===== src/rtl/shared_reg_pkg.sv =====
// shared_reg_pkg: FSM state and opcode encodings shared by the shared-register
// arbiter and its testbench.
// Contents: state_e (IDLE/GRANT/EXEC), OP_LOAD / OP_ACCUM opcode values.
package shared_reg_pkg;

  typedef enum logic [1:0] {
    IDLE  = 2'd0,
    GRANT = 2'd1,
    EXEC  = 2'd2
  } state_e;

  localparam logic OP_LOAD  = 1'b0;
  localparam logic OP_ACCUM = 1'b1;

endpackage


===== src/rtl/rr_arbiter.sv =====
// rr_arbiter: combinational round-robin winner select; search starts at ptr.
// Ports: req (request vector), ptr (first index to consider),
//        win_oh (one-hot winner), win_vld (any request present).
module rr_arbiter #(
  parameter int NUM_REQ = 4,
  localparam int PW = $clog2(NUM_REQ)
) (
  input  logic [NUM_REQ-1:0] req,
  input  logic [PW-1:0]      ptr,
  output logic [NUM_REQ-1:0] win_oh,
  output logic               win_vld
);

  logic [PW:0]   sum;
  logic [PW-1:0] idx;

  // Walk NUM_REQ positions starting at ptr, wrapping modulo NUM_REQ;
  // the first asserted request wins.
  always_comb begin
    win_oh  = '0;
    win_vld = 1'b0;
    sum     = '0;
    idx     = '0;
    for (int off = 0; off < NUM_REQ; off++) begin
      sum = {1'b0, ptr} + (PW+1)'(off);
      if (sum >= (PW+1)'(NUM_REQ)) begin
        sum = sum - (PW+1)'(NUM_REQ);
      end
      idx = sum[PW-1:0];
      if (!win_vld && req[idx]) begin
        win_oh[idx] = 1'b1;
        win_vld     = 1'b1;
      end
    end
  end

endmodule


===== src/rtl/shared_reg_arbiter.sv =====
// shared_reg_arbiter: sole writer of a shared WIDTH-bit register; requesters
// are served round-robin through IDLE -> GRANT -> EXEC -> IDLE (1 cycle each).
// Ports: clk, rst (sync, active-high), req/op/wdata per requester, ovf_clr;
//        gnt (one-hot, GRANT only), ack (EXEC only), reg_q, ovf (sticky), busy.
// Build option: define SHARED_REG_SAT_EN to make ACCUM saturate to all-ones
// instead of wrapping; ovf behaves the same either way.
module shared_reg_arbiter
  import shared_reg_pkg::*;
#(
  parameter int NUM_REQ = 4,
  parameter int WIDTH   = 4
) (
  input  logic                     clk,
  input  logic                     rst,
  input  logic [NUM_REQ-1:0]       req,
  input  logic [NUM_REQ-1:0]       op,
  input  logic [NUM_REQ*WIDTH-1:0] wdata,
  input  logic                     ovf_clr,
  output logic [NUM_REQ-1:0]       gnt,
  output logic [NUM_REQ-1:0]       ack,
  output logic [WIDTH-1:0]         reg_q,
  output logic                     ovf,
  output logic                     busy
);

  localparam int PW = $clog2(NUM_REQ);

  state_e               state_q;
  logic [PW-1:0]        ptr_q;
  logic [WIDTH-1:0]     data_q;
  logic                 ovf_q;
  logic [NUM_REQ-1:0]   gnt_q;
  logic [NUM_REQ-1:0]   ack_q;
  logic                 op_q;
  logic [WIDTH-1:0]     opnd_q;

  logic [NUM_REQ-1:0]   win_oh;
  logic                 win_vld;
  logic                 sel_op;
  logic [WIDTH-1:0]     sel_opnd;
  logic [PW-1:0]        ptr_d;
  logic [WIDTH:0]       acc_sum;
  logic [WIDTH-1:0]     acc_res;
  logic [WIDTH-1:0]     wr_dat_d;
  logic                 ovf_set_d;

  rr_arbiter #(.NUM_REQ(NUM_REQ)) u_rr (
    .req     (req),
    .ptr     (ptr_q),
    .win_oh  (win_oh),
    .win_vld (win_vld)
  );

  // Mux the winner's opcode/operand and the next round-robin start point.
  always_comb begin
    sel_op   = OP_LOAD;
    sel_opnd = '0;
    ptr_d    = '0;
    for (int i = 0; i < NUM_REQ; i++) begin
      if (win_oh[i]) begin
        sel_op   = op[i];
        sel_opnd = wdata[i*WIDTH +: WIDTH];
        ptr_d    = (i == NUM_REQ-1) ? '0 : PW'(i+1);
      end
    end
  end

  // Accumulate one bit wider so the carry-out is visible as overflow.
  assign acc_sum = {1'b0, data_q} + {1'b0, opnd_q};

`ifdef SHARED_REG_SAT_EN
  assign acc_res = acc_sum[WIDTH] ? {WIDTH{1'b1}} : acc_sum[WIDTH-1:0];
`else
  assign acc_res = acc_sum[WIDTH-1:0];
`endif

  always_comb begin
    wr_dat_d  = opnd_q;
    ovf_set_d = 1'b0;
    if (op_q == OP_ACCUM) begin
      wr_dat_d  = acc_res;
      ovf_set_d = acc_sum[WIDTH];
    end
  end

  always_ff @(posedge clk) begin
    if (rst) begin
      state_q <= IDLE;
      ptr_q   <= '0;
      data_q  <= '0;
      ovf_q   <= 1'b0;
      gnt_q   <= '0;
      ack_q   <= '0;
      op_q    <= OP_LOAD;
      opnd_q  <= '0;
    end else begin
      case (state_q)
        IDLE: begin
          ack_q <= '0;
          if (win_vld) begin
            // Operand is captured here, so a later req drop cannot cancel it.
            state_q <= GRANT;
            gnt_q   <= win_oh;
            op_q    <= sel_op;
            opnd_q  <= sel_opnd;
            ptr_q   <= ptr_d;
          end
        end
        GRANT: begin
          state_q <= EXEC;
          gnt_q   <= '0;
          ack_q   <= gnt_q;
          data_q  <= wr_dat_d;
        end
        EXEC: begin
          state_q <= IDLE;
          ack_q   <= '0;
        end
        default: begin
          state_q <= IDLE;
          gnt_q   <= '0;
          ack_q   <= '0;
        end
      endcase
      // A set on the write edge takes priority over a concurrent clear.
      if (state_q == GRANT && ovf_set_d) begin
        ovf_q <= 1'b1;
      end else if (ovf_clr) begin
        ovf_q <= 1'b0;
      end
    end
  end

  assign gnt   = gnt_q;
  assign ack   = ack_q;
  assign reg_q = data_q;
  assign ovf   = ovf_q;
  assign busy  = (state_q != IDLE);

endmodule

===== config.mk =====
export PLATFORM = sky130hd
export DESIGN_NAME = shared_reg_arbiter
export DESIGN_NICKNAME = d
export VERILOG_FILES = /design/src/rtl/shared_reg_pkg.sv /design/src/rtl/rr_arbiter.sv /design/src/rtl/shared_reg_arbiter.sv
export SDC_FILE = /design/constraint.sdc
export NUM_CORES = 1
export LEC_CHECK = 0
export ABC_AREA = 1
export BUFFER_PORTS_ARGS = -buffer_cell sky130_fd_sc_hd__buf_2
export CORE_ASPECT_RATIO = 1.75
export CORE_MARGIN = 1.5
export CORE_UTILIZATION = 30
export CTS_BUF_LIST = sky130_fd_sc_hd__clkbuf_8
export DETAILED_ROUTE_END_ITERATION = 10
export PLACE_DENSITY = 0.52
export SLEW_MARGIN = 20
export SYNTH_ARGS = -nofsm -noshare
export SYNTH_HDL_FRONTEND = slang
export SYNTH_SLANG_ARGS = --single-unit

===== constraint.sdc =====
create_clock -name clk -period 1.9 [get_ports clk]
set_input_delay 0.38 -clock clk [delete_from_list [all_inputs] [get_ports clk]]
set_output_delay 0.38 -clock clk [all_outputs]
set_load 0.005 [all_outputs]

==> summary.md <==
| Metric | Value |
|---|---|
| Status | `complete, no violations` |
| Pre-CTS setup slack | `-98.7 ps` |
| Row count | `33` |
| Crit. End Element | `flip-flop` |
| Fin util | `0.441` |
| Root Driver | `clkbuf_8` |
| First-pass DRT Iterations | `4` |
| Switch Pwr | `1810 uW` |
| IO Port Bufs | `40` |
| DR vias/cell | `4.74` |
| Latest clock arrival within the worst-skew pair | `260 ps` |
| Drt drc | `0` |
| DRT antenna net count | `0` |
| Syn nets | `257` |
| Logic pwr share | `0.705` |
| CTS tree | `done` |
| Required time worst endpoint | `2100 ps` |
| Mean Syn Cell Area | `6.78 um2` |
| Layout net count | `317` |
| Gp weighted congestion | `0.792` |
| Die area | `5390 um2` |
| Placeable Area | `4710 um2` |
| Reg2Reg Depth | `14` |
| Wire per inst | `11.8 um` |
| Share of cells above drive strength 1 | `0.378` |
| Reg power frac | `0.181` |
| Vias in the first global route | `1,431` |
| Reg2Reg Launch Point | `ptr_q[1]` |
| Final Hold Fails | `0` |
| Library cells used by synthesis | `26` |
| Num CTS Buffers | `3` |
| Period utilization | `0.977` |
| Cell internal pwr | `2030 uW` |
| CP max FO | `6` |
| Ant diodes | `0` |
| Minimum clock period | `1860 ps` |
| Clk buf depth | `2` |
| Max-slew headroom | `0.816` |
| Clock power frac | `0.113` |
| CTS Sinks | `22` |
| RSZ-0062 raised after global routing | `yes` |
| Via count | `1,565` |
| Total grt overflow | `0` |
| Hold Crit Class | `in -> reg` |
| Critical path class | `reg -> reg` |
| Maximum Capacitance Violations | `0` |
| Chip height | `96.0 um` |
| Ys async rst share | `0` |
| Mapped Cells | `219` |
| Pwr/cell area | `1850 nW/um2` |
| Leak | `0.00101 uW` |
| H-tree lvl count | `1` |
| First-pass GRT wire length | `6220 um` |
| Worst-margin pin slew | `274 ps` |
| Initial DRC count | `33` |
| Layout fillers | `511` |
| Sequential cell area fraction in the yosys report | `0.297` |
| Final Setup Violations | `0` |
| Initial core utilization | `0.315` |
| Reg2reg setup slack | `40 ps` |
| Setup WS post-layout | `43.3 ps` |
| Fmax | `539 MHz` |
| Total GRT Usage | `0.146` |
| Post-synth EDFFs | `0` |
| Synthesized cell area | `1480 um2` |
| Worst Skew | `6.42 ps` |
| Hold Path Depth | `4` |
| WL final | `3890 um` |
| VDD IR-drop max | `0.000988 V` |
| FF+latch count, synth | `22` |
| Startpoint types | `flip-flop` |
| Switching part of the total | `0.472` |
| Ports | `41` |
| Largest net degree at the start of global routing | `14` |
| Worst-path clk slew | `80 ps` |
| Area delta synth->final | `39.9%` |
| Die Span X | `56.2 um` |
| FF-to-FF End | `opnd_q[1]` |
| Hold_sp | `ovf_clr` |
| Main synth FF type | `dfxtp_1` |
| Hold endpoint | `ovf` |
| Dpl hpwl | `3180 um` |
| Synth warnings | `0` |
| Initial antenna violation count | `0` |
| Final Slew Violations | `0` |
| Worst Path Arrival | `2060 ps` |
[cell usage after synthesis (all sizes together) (2+ instances only)]
cell / instances / area share
a21oi: 26 / 0.10
dfxtp: 22 / 0.30
ha: 10 / 0.084
inv: 29 / 0.073
nand2: 57 / 0.16
nand3: 21 / 0.081
nor2: 29 / 0.078
o21ai: 13 / 0.046
o31ai: 2 / 0.010
o32ai: 2 / 0.012
[cell type report]
type | count | area, um2 | area share
Multi-Input combinational cell | 166 | 1030 | 0.497
Sequential cell | 22 | 445 | 0.215
Timing Repair Buffer | 57 | 348 | 0.168
Inverter | 29 | 114 | 0.0549
Tap cell | 52 | 65.1 | 0.0313
Clock buffer | 3 | 41.3 | 0.0199
Clock inverter | 1 | 30.0 | 0.0145
[per-layer routing]
| layer | wire (um) | vias to the layer above | global-route usage |
|---|---|---|---|
| met3 | 110 | 2 | 0.00538 |
| met1 | 1530 | 692 | 0.148 |
| met5 | 0 | - | 0 |
| met2 | 2220 | 33 | 0.307 |
| met4 | 32 | 0 | 0.0476 |
| li1 | - | 838 | - |
[registers in the layout (all words and copies together), names as in the netlist]
register	count
reg_q	4
state_q	2
ptr_q	2
ack	4
opnd_q	4
op_q	1
ovf	1
gnt	4
[worst max-delay path by stage]
stage | from | endpoint | cells past startpoint
floorplan | ptr_q[0] | opnd_q[3] | 14
global placement | ptr_q[0] | opnd_q[1] | 14
detailed placement | ptr_q[0] | ptr_q[0] | 13
CTS | ptr_q[1] | op_q | 14
global route | ptr_q[1] | opnd_q[1] | 14
finish | ptr_q[1] | opnd_q[1] | 14
[logic make-up (layout without fill, tap and decap cells)]
logic type / count (synthesis) / count (layout) / share of synthesized area
and+or+nand+nor: 108 / 108 / 0.329
AOI/OAI and AO/OA: 46 / 46 / 0.187
buffers and inverters: 31 / 90 / 0.0835
DFF: 22 / 22 / 0.297
adders and majority gates: 11 / 11 / 0.0978
xor gates and xnor gates: 1 / 1 / 0.00590
[repair_timing]
| item | CTS | global route |
|---|---|---|
| hold buffers | 0 | 0 |
| gates cloned | 0 | 0 |
| gates resized for setup | 5 | 24 |
| setup endpoints to repair | 9 | 11 |
| setup buffers | 1 | 4 |
| pin swaps | 2 | 14 |
[worst max-delay path, cell delays in order, from the launching register on]
cell	delay, ps
dfxtp_2	340
inv_2	50
ha_4	250
inv_4	80
nand3_4	70
nand2_4	100
nand2_4	60
nor3_4	240
nand2_1	90
nand2_2	90
buf_6	130
a21oi_2	30
nand2_1	60
nand2_1	70
a21oi_2	120
[cell usage in the layout (no fill, tap or decap), types with 2 or more instances in the layout]
cell type and count:
nand3_4 4, inv_2 5, o32ai_1 2, nand2_4 3, inv_1 22, nor2_1 25, nor2_2 3, a21oi_2 7
o31ai_1 2, ha_1 9, inv_4 2, nand3_1 16, a21oi_1 19, clkbuf_8 3, buf_6 2, o21ai_0 11
buf_4 14, nand2_1 42, buf_2 40, dfxtp_1 20, nand2_2 11
[power by group through the flow]
stage,Combinational (uW),Clock [uW],Sequential (uW)
3_3_place_gp,2220,0,705
5_1_grt,3040,460,720
4_1_cts,2410,443,696
3_5_place_dp,2220,0,704
6_report,2710,435,697
2_1_floorplan,1540,0,721
[through the flow]
stage	std cells	power (uW)	instance area, um2	TNS (ps)	hold WS, ps
2_1_floorplan	219	2260	1490	0	446
3_3_place_gp	321	2920	1830	-264	450
3_5_place_dp	321	2920	1830	-372	452
4_1_cts	326	3550	1950	0	358
5_1_grt	330	4220	2080	-795	383
6_report	330	3840	2080	0	357
Note: power is estimated with default switching activity, not from simulation.
